### src/rtl/complex_matrix_addsub_stream_if.sv
// Stream bundle for the complex matrix add/sub engine.
// Master drives operands and output ready; slave returns results and status.
interface complex_matrix_addsub_stream_if #(
   parameter int LANES = 4,
   parameter int WIDTH = 16
);
   localparam int LW = LANES * 2 * WIDTH;

   logic          in_valid_i;
   logic          in_ready_o;
   logic [LW-1:0] a_i;
   logic [LW-1:0] b_i;
   logic [1:0]    op_i;
   logic          flush_i;
   logic [LW-1:0] result_o;
   logic          out_valid_o;
   logic          out_ready_i;
   logic          out_last_o;
   logic          ovf_o;
   logic          frame_ovf_o;
   logic          busy_o;

   modport master (
      output in_valid_i,
      output a_i,
      output b_i,
      output op_i,
      output flush_i,
      output out_ready_i,
      input  in_ready_o,
      input  result_o,
      input  out_valid_o,
      input  out_last_o,
      input  ovf_o,
      input  frame_ovf_o,
      input  busy_o
   );

   modport slave (
      input  in_valid_i,
      input  a_i,
      input  b_i,
      input  op_i,
      input  flush_i,
      input  out_ready_i,
      output in_ready_o,
      output result_o,
      output out_valid_o,
      output out_last_o,
      output ovf_o,
      output frame_ovf_o,
      output busy_o
   );
endinterface

### src/rtl/complex_matrix_addsub_stream.sv
// Two-stage streaming complex add / sub / conj-add over matrix frames,
// with per-beat and per-frame overflow reporting.
module complex_matrix_addsub_stream #(
   parameter int LANES    = 4,
   parameter int WIDTH    = 16,
   parameter int BEATS    = 4,
   parameter int SATURATE = 1
) (
   input logic clk_i,
   input logic rst_i,
   complex_matrix_addsub_stream_if.slave bus
);
   localparam int PARTS = 2 * LANES;
   localparam int CW    = (BEATS > 1) ? $clog2(BEATS) : 1;

   localparam logic [CW-1:0]    LAST_IDX = CW'(BEATS - 1);
   localparam logic [WIDTH-1:0] POS_MAX  = {1'b0, {(WIDTH-1){1'b1}}};
   localparam logic [WIDTH-1:0] NEG_MAX  = {1'b1, {(WIDTH-1){1'b0}}};

   logic [CW-1:0] cnt_q;
   logic [1:0]    op_q;
   logic          fovf_acc_q;

   logic                       s1_valid_q;
   logic                       s1_last_q;
   logic [PARTS-1:0][WIDTH:0]  s1_sum_q;

   logic                       s2_valid_q;
   logic                       s2_last_q;
   logic                       s2_ovf_q;
   logic                       s2_fovf_q;
   logic [PARTS-1:0][WIDTH-1:0] s2_res_q;

   logic                        s2_en;
   logic                        s1_en;
   logic                        s1_move;
   logic                        in_fire;
   logic [1:0]                  op_eff;
   logic [PARTS-1:0][WIDTH:0]   sum_d;
   logic [PARTS-1:0][WIDTH-1:0] res_d;
   logic                        ovf_d;

   assign s2_en   = !s2_valid_q || bus.out_ready_i;
   assign s1_en   = !s1_valid_q || s2_en;
   assign s1_move = s1_valid_q && s2_en;
   assign in_fire = bus.in_valid_i && bus.in_ready_o;

   assign bus.in_ready_o = s1_en && !bus.flush_i;

   // Beat 0 takes op straight from the port; the rest of the frame reuses it.
   always_comb begin
      op_eff = op_q;
      if (cnt_q == '0) begin
         op_eff = (bus.op_i == 2'b11) ? 2'b00 : bus.op_i;
      end
   end

   always_comb begin
      logic [WIDTH:0] ax;
      logic [WIDTH:0] bx;
      logic           sub;
      ax    = '0;
      bx    = '0;
      sub   = 1'b0;
      sum_d = '0;
      for (int p = 0; p < PARTS; p++) begin
         ax  = {bus.a_i[p*WIDTH+WIDTH-1],
                bus.a_i[p*WIDTH +: WIDTH]};
         bx  = {bus.b_i[p*WIDTH+WIDTH-1],
                bus.b_i[p*WIDTH +: WIDTH]};
         sub = (op_eff == 2'b01) ||
               ((op_eff == 2'b10) && ((p % 2) == 1));
         sum_d[p] = sub ? (ax - bx) : (ax + bx);
      end
   end

   // Top two bits disagree exactly when the sum leaves the WIDTH-bit range.
   always_comb begin
      res_d = '0;
      ovf_d = 1'b0;
      for (int p = 0; p < PARTS; p++) begin
         res_d[p] = s1_sum_q[p][WIDTH-1:0];
         if (s1_sum_q[p][WIDTH] != s1_sum_q[p][WIDTH-1]) begin
            ovf_d = 1'b1;
            if (SATURATE != 0) begin
               res_d[p] = s1_sum_q[p][WIDTH] ? NEG_MAX : POS_MAX;
            end
         end
      end
   end

   always_ff @(posedge clk_i or posedge rst_i) begin
      if (rst_i) begin
         cnt_q      <= '0;
         op_q       <= 2'b00;
         s1_valid_q <= 1'b0;
         s1_last_q  <= 1'b0;
         s1_sum_q   <= '0;
      end else if (bus.flush_i) begin
         cnt_q      <= '0;
         s1_valid_q <= 1'b0;
      end else begin
         if (s1_en) begin
            s1_valid_q <= in_fire;
         end
         if (in_fire) begin
            s1_sum_q  <= sum_d;
            s1_last_q <= (cnt_q == LAST_IDX);
            cnt_q     <= (cnt_q == LAST_IDX) ? '0 : cnt_q + 1'b1;
            if (cnt_q == '0) begin
               op_q <= op_eff;
            end
         end
      end
   end

   always_ff @(posedge clk_i or posedge rst_i) begin
      if (rst_i) begin
         s2_valid_q <= 1'b0;
         s2_last_q  <= 1'b0;
         s2_ovf_q   <= 1'b0;
         s2_fovf_q  <= 1'b0;
         s2_res_q   <= '0;
         fovf_acc_q <= 1'b0;
      end else if (bus.flush_i) begin
         s2_valid_q <= 1'b0;
         fovf_acc_q <= 1'b0;
      end else begin
         if (s2_en) begin
            s2_valid_q <= s1_valid_q;
         end
         if (s1_move) begin
            s2_res_q   <= res_d;
            s2_ovf_q   <= ovf_d;
            s2_last_q  <= s1_last_q;
            s2_fovf_q  <= s1_last_q && (fovf_acc_q || ovf_d);
            fovf_acc_q <= !s1_last_q && (fovf_acc_q || ovf_d);
         end
      end
   end

   assign bus.result_o    = s2_res_q;
   assign bus.out_valid_o = s2_valid_q;
   assign bus.out_last_o  = s2_valid_q && s2_last_q;
   assign bus.ovf_o       = s2_valid_q && s2_ovf_q;
   assign bus.frame_ovf_o = s2_valid_q && s2_last_q && s2_fovf_q;
   assign bus.busy_o      = s1_valid_q || s2_valid_q;
endmodule

### src/flat_wrapper.sv
// flat-port wrapper written by rule: the top's interface ports become plain ports
module complex_matrix_addsub_stream_flat 
#(
   parameter int LANES    = 4,
   parameter int WIDTH    = 16,
   parameter int BEATS    = 4,
   parameter int SATURATE = 1
)
  (clk_i, rst_i, bus_in_valid_i, bus_a_i, bus_b_i, bus_op_i, bus_flush_i, bus_out_ready_i, bus_in_ready_o, bus_result_o, bus_out_valid_o, bus_out_last_o, bus_ovf_o, bus_frame_ovf_o, bus_busy_o);
  complex_matrix_addsub_stream_if #(.LANES(LANES), .WIDTH(WIDTH)) bus_i ();
  input logic clk_i;
  input logic rst_i;
  input wire logic [$bits(bus_i.in_valid_i)-1:0] bus_in_valid_i;
  input wire logic [$bits(bus_i.a_i)-1:0] bus_a_i;
  input wire logic [$bits(bus_i.b_i)-1:0] bus_b_i;
  input wire logic [$bits(bus_i.op_i)-1:0] bus_op_i;
  input wire logic [$bits(bus_i.flush_i)-1:0] bus_flush_i;
  input wire logic [$bits(bus_i.out_ready_i)-1:0] bus_out_ready_i;
  output wire logic [$bits(bus_i.in_ready_o)-1:0] bus_in_ready_o;
  output wire logic [$bits(bus_i.result_o)-1:0] bus_result_o;
  output wire logic [$bits(bus_i.out_valid_o)-1:0] bus_out_valid_o;
  output wire logic [$bits(bus_i.out_last_o)-1:0] bus_out_last_o;
  output wire logic [$bits(bus_i.ovf_o)-1:0] bus_ovf_o;
  output wire logic [$bits(bus_i.frame_ovf_o)-1:0] bus_frame_ovf_o;
  output wire logic [$bits(bus_i.busy_o)-1:0] bus_busy_o;
  assign bus_i.in_valid_i = bus_in_valid_i;
  assign bus_i.a_i = bus_a_i;
  assign bus_i.b_i = bus_b_i;
  assign bus_i.op_i = bus_op_i;
  assign bus_i.flush_i = bus_flush_i;
  assign bus_i.out_ready_i = bus_out_ready_i;
  assign bus_in_ready_o = bus_i.in_ready_o;
  assign bus_result_o = bus_i.result_o;
  assign bus_out_valid_o = bus_i.out_valid_o;
  assign bus_out_last_o = bus_i.out_last_o;
  assign bus_ovf_o = bus_i.ovf_o;
  assign bus_frame_ovf_o = bus_i.frame_ovf_o;
  assign bus_busy_o = bus_i.busy_o;
  complex_matrix_addsub_stream #(.LANES(LANES), .WIDTH(WIDTH), .BEATS(BEATS), .SATURATE(SATURATE)) u_core (.clk_i(clk_i), .rst_i(rst_i), .bus(bus_i));
endmodule
### config.mk
export PLATFORM = sky130hd
export DESIGN_NAME = complex_matrix_addsub_stream_flat
export DESIGN_NICKNAME = d
export VERILOG_FILES = /design/src/rtl/complex_matrix_addsub_stream_if.sv /design/src/rtl/complex_matrix_addsub_stream.sv /design/src/flat_wrapper.sv
export SDC_FILE = /design/constraint.sdc
export NUM_CORES = 1
export LEC_CHECK = 0
export CAP_MARGIN = 25
export CORE_AREA = 4 4 189 191
export CTS_BUF_LIST = sky130_fd_sc_hd__clkbuf_8
export DETAILED_ROUTE_END_ITERATION = 12
export DIE_AREA = 0 0 193 195
export PLACE_DENSITY = 0.88
export SYNTH_ARGS = -nofsm -noshare
export SYNTH_HDL_FRONTEND = slang
export SYNTH_SLANG_ARGS = --single-unit
export TNS_END_PERCENT = 20
### constraint.sdc
create_clock -name clk_i -period 27.9 [get_ports clk_i]
set_input_delay 5.58 -clock clk_i [delete_from_list [all_inputs] [get_ports clk_i]]
set_output_delay 5.58 -clock clk_i [all_outputs]
set_load 0.05 [all_outputs]
==> metrics.md <==
| Metric | Value |
|---|---|
| CP max stage delay | 880 ps |
| Fin. max-slew vios | 0 |
| Nature of the critical path endpoint | output port |
| Fin nets | 3084 |
| CTS sink cnt | 275 |
| Area grow syn2layout | 26.9% |
| HP Class | reg2reg |
| Min setup slack post-route | 14850 ps |
| Vias after detailed routing | 18600 |
| Setup_tns | 0 ps |
| P_int | 1.19 mW |
| Minimum clock period | 13050 ps |
| Fin. Hold Viols | 0 |
| Core ar. | 34100 µm² |
| Via density | 5.91 |
| Avg WL per Cell | 18.2 µm |
| Cts hold-fix bufs | 0 |
| FF+latch area | 6880 µm² |
| Pleak | 10.9 nW |
| Placement Setup Slack | 14870 ps |
| Setup Skew | 28.3 ps |
| Fmax | 76.6 MHz |
| Die extent in x | 193 µm |
| GRT Util Overall | 29.4% |
| Net Count, Synth | 2728 |
| Distinct cell type count after synthesis | 72 |
| Post-Syn Instances | 2302 |
| Post_cts resized | 0 |
| RSZ-0062 raised after global routing | false |
| Worst Setup Start Kind | input port |
| Clk_lat worst skew | 580 ps |
| Period utilization | 46.8% |
| Post-synth top cells | nand2_1, o21ai_0, dfrtp_1, a21oi_1, ha_1 |
| Synth top area cells | dfrtp_1, ha_1, o21ai_0 |
| Fillers | 2555 |
| Critical path's top delay family | buffers and inverters |
| Finished Core Util | 72.4% |
| Crit path max fanout | 8 |
| Worst path cell trace | clkdlybuf4s50_1, a21oi_1, clkdlybuf4s50_1 |
| Area fraction of the dominant cell type after synthesis | 35.3% |
| Worst-margin pin slew | 1000 ps |
| Comb pwr share | 54.3% |
| Placed cell area | 23700 µm² |
| CP required | 22320 ps |
| EDFF count, synth | 0 |
| Final setup fails | 0 |
| Initial antenna violation count | 4 |
| Most frequent cell after synthesis | nand2_1 |
| Seq/Total Area, Yosys | 35.3% |
| Total grt overflow | 0 |
| Switching Share | 46.3% |
| WP buf/inv | 2 |
| IO Port Bufs | 396 |
| Area taken by multi-input logic gates | 11900 µm² |
| Mapped cell area | 19500 µm² |
| GPL Wtd Cong | 0.961 |
| Clk pwr share | 16.1% |
| Setup Fix Bufs, Post-CTS | 0 |
| TritonCTS clock tree | done |
| Most frequent CP cell | clkdlybuf4s50_1 |
| Clk buf depth | 3 |
| First-pass GRT wire length | 90900 µm |
| Drt total wl | 57400 µm |
| Mean Syn Cell Area | 8.46 µm² |
| Residual DRC | 0 |
| Synth Register Bits | 275 |
| Area leader, netlist | dfrtp_1 |
| Row cnt | 68 |
| Fin area | 24700 µm² |
| DP HPWL | 43500 µm |
| TritonCTS Buffers | 44 |
| H-tree lvl count | 2 |
| Cell Pwr Density | 89.5 nW/µm² |
| Critical path arrival | 7470 ps |
| VDD IR max | 82.7 µV |
| CP Class | in2out |
| CP max-delay cell | clkdlybuf4s50_1 |
| Primary FF master, synth | dfrtp_1 |
| Clock transition at path regs | 60 ps |
| Layout cell share with drive strength beyond 1 | 4.65% |
| Max_cap viols | 0 |
| Number of global-route vias before repair | 18600 |
| Root Driver | clkbuf_8 |
| Post-synth ARST share | 100% |
| Seq pwr share | 29.6% |
| Die Ht | 195 µm |
| Drt pass-1 iters | 6 |
| First DRT Iteration DRCs | 1247 |
| IO Count | 397 |
| Status | finished, final reports clean |
| Slew margin rel. | 33.0% |
| Initial Utilization | 57.1% |
| Die ar. | 37600 µm² |
| Switching power | 1.02 mW |
| Largest net degree at the start of global routing | 116 |
| Routed Antenna Nets | 0 |
| Synth Warn # | 0 |
[metrics by stage]
stage / hold slack [ps] / total power [mW] / cells
global route: 496 / 2.35 / 3143
detailed placement: 458 / 1.84 / 3062
global placement: 450 / 1.80 / 3060
floorplan: 438 / 1.44 / 2302
CTS: 473 / 2.21 / 3137
finish: 470 / 2.21 / 3145
[worst paths after layout]
kind / startpoint / endpoint / slack [ps] / cells after the start
max in group asynchronous: rst_i / u_core.bus.result_o[17] / 21040 / 4
min in group asynchronous: rst_i / u_core.bus.result_o[71] / 5520 / 2
worst min register to register: u_core.s2_ovf_q / u_core.s2_ovf_q / 470 / 2
worst max register to register: u_core.cnt_q[0] / u_core.s1_sum_q[33] / 23250 / 15
worst max-delay path: bus_flush_i / bus_in_ready_o / 14850 / 3
worst min-delay path: u_core.s2_ovf_q / u_core.s2_ovf_q / 470 / 2
[logic make-up after synthesis]
logic type      count (synthesis)  synth area share [%]
compound gates                695                  21.2
xor+xnor                      201                  9.04
fa+ha+maj                     163                  10.8
buf+inv                       180                  3.59
flops                         275                  35.3
mux                            30                  1.65
simple gates                  758                  18.3
[flip-flops by register name, indices dropped and copies added, names as in the netlist]
signal	count
u_core.bus.out_valid_o	1
u_core.bus.result_o	128
u_core.cnt_q	2
u_core.fovf_acc_q	1
u_core.op_q	2
u_core.s1_last_q	1
u_core.s1_sum_q	136
u_core.s1_valid_q	1
u_core.s2_fovf_q	1
u_core.s2_last_q	1
u_core.s2_ovf_q	1
[cell type report]
type	count	share of cell area (%)
Sequential cell	275	27.8
Inverter	77	1.20
Clock buffer	55	3.06
Timing Repair Buffer	413	16.8
Tap cell	455	2.30
Clock inverter	20	0.567
Antenna cell	3	0.0304
Multi-Input combinational cell	1847	48.2
[per-layer routing]
metal	GRT usage, %	vias up	wire (µm)
met1	36.2	8817	22600
met5	0	-	13
li1	-	8824	-
met2	50.2	785	27500
met4	13.3	2	2790
met3	5.47	174	4520
[power groups by stage]
stage                     logic, mW  clock network (mW)  registers, mW
after global placement         1.15                   0          0.649
after CTS                      1.20               0.362          0.652
after floorplan               0.510                   0          0.933
final                          1.20               0.357          0.654
after global routing           1.30               0.381          0.670
after detailed placement       1.19                   0          0.656
[worst min-delay path: stages, from the launching register on]
cell	delay [ps]
dfrtp_1	330
nand2_1	50
nand2_1	60
[placed cells by master, fill, tap and decap left out, drive strengths merged, types with 29 or more instances in the layout]
master / synthesis / routed
xnor2: 104 / 104
nand2b: 42 / 42
o31ai: 64 / 64
dfrtp: 275 / 275
o21ai: 291 / 291
clkdlybuf4s50: 0 / 396
clkbuf: 78 / 56
inv: 77 / 89
o21a: 29 / 29
a21oi: 175 / 175
nor2b: 74 / 74
nor3: 46 / 46
nand2: 338 / 338
nor2: 134 / 134
xor2: 97 / 97
ha: 155 / 155
(Power assumes the default switching activity.)
